File: src/rtl/vga_timing_pkg.sv
// 640x480@60 timing constants and monitor FSM state type shared by the
// VGA frame monitor and its sync edge detectors.
package vga_timing_pkg;

  localparam int unsigned H_ACTIVE = 640;
  localparam int unsigned H_SYNC   = 96;
  localparam int unsigned H_BP     = 48;
  localparam int unsigned H_FP     = 16;
  localparam int unsigned H_TOTAL  = H_ACTIVE + H_SYNC + H_BP + H_FP;
  localparam int unsigned H_START  = H_SYNC + H_BP;

  localparam int unsigned V_ACTIVE = 480;
  localparam int unsigned V_SYNC   = 2;
  localparam int unsigned V_BP     = 33;
  localparam int unsigned V_FP     = 10;
  localparam int unsigned V_TOTAL  = V_ACTIVE + V_SYNC + V_BP + V_FP;
  localparam int unsigned V_START  = V_SYNC + V_BP;

  localparam bit SYNC_POL = 1'b0;

  typedef enum logic [1:0] {
    SEARCH = 2'd0,
    ALIGN  = 2'd1,
    LOCKED = 2'd2
  } mon_state_e;

endpackage

File: src/rtl/sync_edge_det.sv
// Registers one VGA sync input and flags the cycle on which the registered
// level first reaches its asserted polarity.
module sync_edge_det #(
  parameter bit POL = vga_timing_pkg::SYNC_POL
) (
  input  logic clk,
  input  logic rst_n,
  input  logic sync_i,
  output logic lead_o
);

  logic sync_q;
  logic prev_q;

  // Reset to the deasserted level so a sync already asserted at reset release
  // still produces a leading edge.
  always_ff @(posedge clk or negedge rst_n) begin
    if (!rst_n) begin
      sync_q <= ~POL;
      prev_q <= ~POL;
    end else begin
      sync_q <= sync_i;
      prev_q <= sync_q;
    end
  end

  assign lead_o = (sync_q == POL) && (prev_q != POL);

endmodule

File: src/rtl/vga_frame_monitor.sv
// Receive-side VGA monitor: recovers pixel position from hsync/vsync, emits
// coordinate-tagged active pixels, checks timing, tracks lock, sums frames.
module vga_frame_monitor #(
  parameter int unsigned H_ACTIVE = vga_timing_pkg::H_ACTIVE,
  parameter int unsigned H_SYNC   = vga_timing_pkg::H_SYNC,
  parameter int unsigned H_BP     = vga_timing_pkg::H_BP,
  parameter int unsigned H_FP     = vga_timing_pkg::H_FP,
  parameter int unsigned V_ACTIVE = vga_timing_pkg::V_ACTIVE,
  parameter int unsigned V_SYNC   = vga_timing_pkg::V_SYNC,
  parameter int unsigned V_BP     = vga_timing_pkg::V_BP,
  parameter int unsigned V_FP     = vga_timing_pkg::V_FP,
  parameter bit          SYNC_POL = vga_timing_pkg::SYNC_POL
) (
  input  logic        clk,
  input  logic        rst_n,
  input  logic        hsync,
  input  logic        vsync,
  input  logic [15:0] rgb565,
  output logic        pix_valid,
  output logic [9:0]  pix_x,
  output logic [9:0]  pix_y,
  output logic [15:0] pix_data,
  output logic        frame_done,
  output logic [31:0] frame_sum,
  output logic        frame_ok,
  output logic        locked,
  output logic [7:0]  err_count
);

  import vga_timing_pkg::*;

  localparam logic [10:0] HTOT_M1 = 11'(H_SYNC + H_BP + H_ACTIVE + H_FP - 1);
  localparam logic [10:0] HSTART  = 11'(H_SYNC + H_BP);
  localparam logic [10:0] HEND    = 11'(H_SYNC + H_BP + H_ACTIVE);
  localparam logic [9:0]  VTOT_M1 = 10'(V_SYNC + V_BP + V_ACTIVE + V_FP - 1);
  localparam logic [9:0]  VSTART  = 10'(V_SYNC + V_BP);
  localparam logic [9:0]  VEND    = 10'(V_SYNC + V_BP + V_ACTIVE);

  logic        hs_lead;
  logic        vs_lead;
  logic [15:0] rgb_q;
  logic [10:0] hcnt_q, hcnt_d;
  logic [9:0]  vcnt_q, vcnt_d;
  logic        vs_pend_q, vs_pend_d;
  logic        line_err_q, line_err_d;
  logic [31:0] acc_q, acc_d;
  logic [7:0]  err_d;
  mon_state_e  state_q, state_d;

  logic frame_start;
  logic line_bad;
  logic frame_bad;
  logic lines_ok;
  logic hsat;
  logic valid_d;
  logic fire;
  logic err_inc;

  sync_edge_det #(.POL(SYNC_POL)) u_hs_det (
    .clk    (clk),
    .rst_n  (rst_n),
    .sync_i (hsync),
    .lead_o (hs_lead)
  );

  sync_edge_det #(.POL(SYNC_POL)) u_vs_det (
    .clk    (clk),
    .rst_n  (rst_n),
    .sync_i (vsync),
    .lead_o (vs_lead)
  );

  // Counters are resolved combinationally in the stage-1 cycle so the pixel,
  // its coordinates and the frame results all register on the same edge.
  always_comb begin
    hcnt_d = hs_lead ? '0 : ((hcnt_q == '1) ? hcnt_q : hcnt_q + 11'd1);
    frame_start = hs_lead && (vs_pend_q || vs_lead);
    if (frame_start) begin
      vcnt_d = '0;
    end else if (hs_lead) begin
      vcnt_d = (vcnt_q == '1) ? vcnt_q : vcnt_q + 10'd1;
    end else begin
      vcnt_d = vcnt_q;
    end
    vs_pend_d = frame_start ? 1'b0 : (vs_lead ? 1'b1 : vs_pend_q);

    line_bad   = hs_lead && (hcnt_q != HTOT_M1);
    frame_bad  = (vcnt_q != VTOT_M1);
    lines_ok   = !line_err_q && !line_bad;
    line_err_d = frame_start ? 1'b0 : (line_err_q || line_bad);
    hsat       = (hcnt_d == '1);

    valid_d = (hcnt_d >= HSTART) && (hcnt_d < HEND) &&
              (vcnt_d >= VSTART) && (vcnt_d < VEND) && (state_q != SEARCH);
    fire    = frame_start && (state_q != SEARCH);

    acc_d = frame_start ? '0 : acc_q;
    if (valid_d) begin
      acc_d = acc_d + {16'h0000, rgb_q};
    end
  end

  always_comb begin
    state_d = state_q;
    err_inc = 1'b0;
    case (state_q)
      SEARCH: begin
        if (frame_start) state_d = ALIGN;
      end
      ALIGN: begin
        if (line_bad) begin
          state_d = SEARCH;
        end else if (frame_start && lines_ok && !frame_bad) begin
          state_d = LOCKED;
        end
      end
      LOCKED: begin
        if (line_bad || (frame_start && frame_bad) || hsat) begin
          state_d = SEARCH;
          err_inc = 1'b1;
        end
      end
      default: state_d = SEARCH;
    endcase
    err_d = (err_inc && (err_count != '1)) ? err_count + 8'd1 : err_count;
  end

  always_ff @(posedge clk or negedge rst_n) begin
    if (!rst_n) begin
      rgb_q      <= '0;
      hcnt_q     <= '0;
      vcnt_q     <= '0;
      vs_pend_q  <= 1'b0;
      line_err_q <= 1'b0;
      acc_q      <= '0;
      state_q    <= SEARCH;
      pix_valid  <= 1'b0;
      pix_x      <= '0;
      pix_y      <= '0;
      pix_data   <= '0;
      frame_done <= 1'b0;
      frame_sum  <= '0;
      frame_ok   <= 1'b0;
      err_count  <= '0;
    end else begin
      rgb_q      <= rgb565;
      hcnt_q     <= hcnt_d;
      vcnt_q     <= vcnt_d;
      vs_pend_q  <= vs_pend_d;
      line_err_q <= line_err_d;
      acc_q      <= acc_d;
      state_q    <= state_d;
      pix_valid  <= valid_d;
      pix_x      <= valid_d ? 10'(hcnt_d - HSTART) : '0;
      pix_y      <= valid_d ? (vcnt_d - VSTART) : '0;
      pix_data   <= valid_d ? rgb_q : '0;
      frame_done <= fire;
      if (fire) begin
        frame_sum <= acc_q;
        frame_ok  <= lines_ok && !frame_bad;
      end
      err_count  <= err_d;
    end
  end

  assign locked = (state_q == LOCKED);

endmodule

File: config.mk
export PLATFORM = sky130hd
export DESIGN_NAME = vga_frame_monitor
export DESIGN_NICKNAME = d
export VERILOG_FILES = /design/src/rtl/vga_timing_pkg.sv /design/src/rtl/sync_edge_det.sv /design/src/rtl/vga_frame_monitor.sv
export SDC_FILE = /design/constraint.sdc
export NUM_CORES = 1
export LEC_CHECK = 0
export ABC_CLOCK_PERIOD_IN_PS = 5050
export BUFFER_PORTS_ARGS = -buffer_cell sky130_fd_sc_hd__buf_4
export CORE_AREA = 5 5 186 188
export CTS_BUF_LIST = sky130_fd_sc_hd__clkbuf_16
export CTS_CLUSTER_DIAMETER = 40
export DETAILED_ROUTE_END_ITERATION = 7
export DIE_AREA = 0 0 191 193
export SLEW_MARGIN = 10
export SYNTH_ARGS = -nofsm -noshare
export SYNTH_HDL_FRONTEND = slang
export SYNTH_HIERARCHICAL = 1
export SYNTH_SLANG_ARGS = --single-unit
File: constraint.sdc
create_clock -name clk -period 5.05 [get_ports clk]
set_input_delay 0.505 -clock clk [delete_from_list [all_inputs] [get_ports clk]]
set_output_delay 0.505 -clock clk [all_outputs]
set_load 0.01 [all_outputs]
[Word level (Yosys, flattened, before mapping)]
Index checks and enable logic that the tools add are counted.
Word-level totals
  output and inout bits: 80
  word-level logic and storage cells: 88
  flip-flop bits (word level): 156
  bits of input ports: 20
Cells by class
  $add $sub $neg: 6
  eq/ne operators: 11
  reductions and logical operators: 26
  magnitude comparators: 4
  muxes and demuxes: 20
  bitwise gates (word level): 2
Operators with widths (number)
  $mux W32: 2
  $mux W10: 5
  $add A32 B16 Y32: 1
  $eq A11 B11 Y1 const B: 2
  $mux W11: 2
  $mux W16: 1
  $logic_and A1 B1 Y1: 15
  $add A11 B1 Y11 const B: 1
  $ge A11 B8 Y1 const B: 1
  $lt A11 B10 Y1 const B: 1
  $ne A11 B10 Y1 const B: 1
  $add A10 B1 Y10 const B: 1
  $eq A10 B10 Y1 const B: 1
  $ge A10 B6 Y1 const B: 1
  $lt A10 B10 Y1 const B: 1
  $ne A10 B10 Y1 const B: 1
  $sub A10 B6 Y10 const B: 1
  $sub A10 B8 Y10 const B: 1
  $add A8 B1 Y8 const B: 1
  $mux W2: 4
  $ne A8 B8 Y1 const B: 1
  $pmux W2 S3: 1
  $mux W1: 5
  $logic_or A1 B1 Y1: 4
  other kinds (10): 14

[Logic depth before layout (Yosys ltp)]
  depth in word-level cells: 10
  depth in mapped cells: 18
  mapped depth without buffers: 15

[Modules after synthesis]
Netlist, hierarchy kept.
By module, submodules not included
  vga_frame_monitor: times used 1, cells each 728, area each 7259.5 sq um
  sync_edge_det: times used 2, cells each 3, area each 66.3 sq um

[Worst setup path before layout]
OpenSTA, ideal clock, no wires.
  kind: reg-to-reg
  from: register u_hs_det.sync_q
  to: register acc_q[29]
  stages on the path, launching flop included: 17
  arrival time: 3.620 ns
  period minus slack after synthesis: 3.738 ns
  setup slack: 1.312 ns
  path buffers: 3
  cell sequence: dfstp_2 -> nor2b_4 -> buf_4 -> o21ai_1 -> buf_2 -> clkbuf_1 -> and2_1 -> ha_1 -> a21oi_1 -> nand2_1 -> or4_1 -> o221ai_1 -> nor2_1 -> or4_1 -> nand4_2 -> nor3_1 -> o21a_1
On the way
  cells in the longest elaborated chain, start to end: 9
  elaborated cells between the ends (all ways): 17
  classes of those cells: 1 x add/sub; 4 x order compare; 5 x mux; 1 x bitwise; 6 x reduce/logical
Ends and longest elaborated chain
  start, declared: RTL line sync_edge_det.sv:12  | logic sync_q;
  start signal, assigned: RTL line sync_edge_det.sv:19  | sync_q <= ~POL;
  start signal, assigned: RTL line sync_edge_det.sv:22  | sync_q <= sync_i;
  $not A1 Y1 *: RTL line sync_edge_det.sv:27  | assign lead_o = (sync_q == POL) && (prev_q != POL);
  $logic_and A1 B1 Y1 *: RTL line sync_edge_det.sv:27
  net hs_lead: RTL line vga_frame_monitor.sv:39  | logic hs_lead;
  branches (longest 6 deep; another with $add A32 B16 Y32)
  $mux W32 *: RTL line vga_frame_monitor.sv:98  | if (valid_d) begin
  net acc_d[29]: RTL line vga_frame_monitor.sv:46  | logic [31:0] acc_q, acc_d;
  end signal, assigned: RTL line vga_frame_monitor.sv:135  | acc_q <= '0;
  end signal, assigned: RTL line vga_frame_monitor.sv:151  | acc_q <= acc_d;
  end, declared: RTL line vga_frame_monitor.sv:46
Mark *: on every way through the listed nets, which the timed path passes.
A chain may end at the register's enable or synchronous reset.

[Final worst setup path]
  from: register u_vs_det.sync_q
  to: register acc_q[24]
On the way
  cells in the longest elaborated chain, start to end: 10
  elaborated cells between the ends (all ways): 13
  classes of those cells: 1 x add/sub; 2 x order compare; 3 x mux; 1 x bitwise; 6 x reduce/logical
Ends and longest elaborated chain
  start, declared: RTL line sync_edge_det.sv:12
  start signal, assigned: RTL line sync_edge_det.sv:19
  start signal, assigned: RTL line sync_edge_det.sv:22
  $not A1 Y1 *: RTL line sync_edge_det.sv:27
  $logic_and A1 B1 Y1 *: RTL line sync_edge_det.sv:27
  net vs_lead: RTL line vga_frame_monitor.sv:40  | logic vs_lead;
  $logic_or A1 B1 Y1 *: RTL line vga_frame_monitor.sv:77  | frame_start = hs_lead && (vs_pend_q || vs_lead);
  $logic_and A1 B1 Y1 *: RTL line vga_frame_monitor.sv:77
  branches (longest 5 deep; another with $add A32 B16 Y32)
  $mux W32 *: RTL line vga_frame_monitor.sv:98
  net acc_d[24]: RTL line vga_frame_monitor.sv:46
Marked as above.

==> results.toml <==
[power]
netSwitchingFraction_pct = 25.7
p_int_uw = 2220
p_clk_share_pct = 46.1
p_per_area_nw_per_um2 = 323
leakagePower_uw = 0.00462
combPwrFrac_pct = 9.2
pwr-share-seq_pct = 44.7
peakVddDrop_uv = 232
p_sw_uw = 769
p_total_uw = 2990

[routing]
vias_per_cell = 4.36
drc = 0
drtIter0Drc = 405
ant_nets = 0
wl_um = 19200
dr.pass1.iters = 5
vias = 5627
wl_per_cell_um = 14.9

[logic_synthesis]
synth_top_cell_area_share_pct = 51.5
ys_types = 69
yosysTopAreaCell = "dfrtp_1"
ys_ff_latch = 156
syn_inst = 734
synthFlopType = "dfrtp_1"
synthTopCellsByArea = "dfrtp_1 51%, nand2_1 7.0%, ha_1 4.1%"
synth.most_common_cell = "dfrtp_1"
synth_fp_nets = 779
syn-cell-area_um2 = 7390
ys_top_cells_by_count = "152 x dfrtp_1, 138 x nand2_1, 53 x nor2_1"
synth.avg_cell_area_um2 = 10.1
synth-edff-count = 0
postSynth.asyncResetShare_pct = 100
seq_area_frac_synth_pct = 52.9
ys_warn_count = 6

[placement]
io_buffers = 99
dp_hpwl_um = 13500
gp_congestion = 0.835

[sta]
timing.final.crit_period_ns = 4.43
period_share_pct = 87.7
hold_viol = 0
relSlewSlack_pct = 26.2
fmax_mhz = 226
worst-slew-pin-transition_ns = 1.11
drv_slew = 0
skew_ns = 0.00872
rsz0062_at_grt = "false"
finalSetupViolations = 0
fin_tns_setup_ns = 0

[worst_hold_path]
hold_class = "input port to async pin"

[worst_setup_path]
r2r_end = "acc_q[24]$_DFF_PN0_"
crit_cells = 16
reg2reg_setup_slack_ns = 0.62
worstPathArrival_ns = 4.77
crit_family = "compound AO/OA/AOI/OAI gates"
critPathMaxFanout = 13
critPathCaptureType = "register"
path_buf_inv = 2
r2r_cells = 16
r2r-start = "u_vs_det/sync_q$_DFF_PN1_"
path_class = "register to register"
crit_slowest_cell = "dfstp_2"
crit_path_start = "u_vs_det/sync_q$_DFF_PN1_"
startpoint_type = "register"
cp-endpoint = "acc_q[24]$_DFF_PN0_"
cpMostUsedCell = "nand2b_1"
crit_chain = "nor2b_4, o21ai_2, buf_4, and2_1, ha_1, inv_1, fa_1, nand2b_1, a211oi_1, nand2b_1, a21oi_1, a31oi_1, a311o_1, nand3_1, or4_1, o21ai_1"
max_stage_delay_ns = 0.56
crit_required_ns = 5.39

[clocking]
clk_latency_ns = 0.42
path_clk_slew_ns = 0.07
post_cts_resized = 0
numCtsBuffers = 17
postCtsSetupBuffers = 0
hold_buffers = 0
cts_tree = "built"
clockRootBuffer = "clkbuf_16"
clockBufferDepth = 2
clock-sinks = 156
htreeDepth = 4

[final_layout]
area_growth_pct = 25.3
fin_util_pct = 28.1
antenna_cells = 0
drive_gt1_share_pct = 20.7
nets = 874

[global_routing]
antenna_found_initial = 0
grt_first_pass_wirelength_um = 30600
grt.total_usage_pct = 10.5
grt_max_degree = 86
gr-total-overflow = 0
grt_pass1_vias = 5669

[floorplan]
io_pins = 100
dieHeight_um = 193
rows = 67
core_area_um2 = 32900
initial_core_util_pct = 22.4
die_w_um = 191
die_area_um2 = 36900

[run]
cap_viol_max_count = 0

[status]
status = "completed"
## cell families (layout without fill, tap and decap cells)
logic type / count (synthesis) / after routing / share of synthesized area [%]
buffers and inverters: 49 / 157 / 2.84
muxes: 11 / 11 / 1.59
DFF: 156 / 156 / 52.9
and+or+nand+nor: 354 / 354 / 24.4
adders and majority gates: 25 / 25 / 4.33
AOI/OAI and AO/OA: 101 / 101 / 9.44
xor gates and xnor gates: 38 / 38 / 4.50
## worst register-to-register path, cell delays in order (launching register included)
cell and delay, ns:
dfstp_2 0.56, nor2b_4 0.05, o21ai_2 0.45, buf_4 0.31
and2_1 0.18, ha_1 0.17, inv_1 0.06, fa_1 0.41
nand2b_1 0.18, a211oi_1 0.22, nand2b_1 0.22, a21oi_1 0.11
a31oi_1 0.30, a311o_1 0.47, nand3_1 0.15, or4_1 0.41
o21ai_1 0.10
## area by class of cell
class                   count  area [um2]
well taps                 448         561
multi-input cells         529        3290
inverters                  17        63.8
clock inverters            15         198
clock buffers              17         425
fillers                  3429       23700
repair buffers            108         815
flip-flops and latches    156        3910
## power groups by stage
stage | Clock (uW) | Combinational (uW) | Sequential [uW]
finish | 1380 | 276 | 1340
global route | 1460 | 310 | 1340
CTS | 1410 | 279 | 1330
detailed placement | 0 | 275 | 1360
global placement | 0 | 272 | 1360
floorplan | 0 | 188 | 1340
## per-stage QoR
| stage | setup slack (ns) | hold slack, ns | std cells | instance area, um2 |
|---|---|---|---|---|
| global placement | 0.747 | 0.376 | 1258 | 8640 |
| CTS | 0.614 | 0.159 | 1290 | 9260 |
| finish | 0.620 | 0.125 | 1290 | 9260 |
| global route | 0.334 | 0.158 | 1290 | 9260 |
| detailed placement | 0.635 | 0.380 | 1258 | 8640 |
| floorplan | 1.31 | 0.209 | 734 | 7390 |
## how the worst min path moves through the flow
stage                               from                         to  slack, ns  depth (start not counted)
6_report                           rst_n        rgb_q[12]$_DFF_PN0_       0.13                          1
2_1_floorplan                      rst_n         acc_q[0]$_DFF_PN0_       0.21                          0
3_5_place_dp   u_hs_det/sync_q$_DFF_PN1_  u_hs_det/prev_q$_DFF_PN1_       0.38                          0
5_1_grt                        rgb565[1]         rgb_q[1]$_DFF_PN0_       0.16                          1
4_1_cts                        rgb565[3]         rgb_q[3]$_DFF_PN0_       0.16                          1
3_3_place_gp   u_hs_det/sync_q$_DFF_PN1_  u_hs_det/prev_q$_DFF_PN1_       0.38                          0
## per-layer routing
metal	wire [um]	part of all wire [%]	GRT usage (%)	vias up
li1	-	-	-	2730
met1	8970	47	14.0	2749
met2	9090	47	17.3	133
met3	968	5.0	2.84	15
met4	179	0.93	2.51	0
met5	0	0	0	-
## flip-flops by register name, summed over array words and instances, names as in the netlist, 8 cells and up
register	flops
pix_data	16
hcnt_q	11
pix_y	10
err_count	8
pix_x	10
acc_q	32
frame_sum	32
vcnt_q	10
rgb_q	16
## cells in the final DEF (no fill, tap or decap), drive strengths merged, types with 8 or more instances in the layout
| master | instances |
|---|---|
| a21oi | 27 |
| and2 | 27 |
| and3 | 37 |
| buf | 108 |
| clkbuf | 17 |
| dfrtp | 152 |
| ha | 24 |
| inv | 23 |
| mux2i | 8 |
| nand2 | 139 |
| nand3 | 18 |
| nand4 | 18 |
| nor2 | 53 |
| nor2b | 9 |
| nor3 | 19 |
| o21ai | 25 |
| xnor2 | 19 |
| xor2 | 19 |
(Power assumes the default switching activity.)
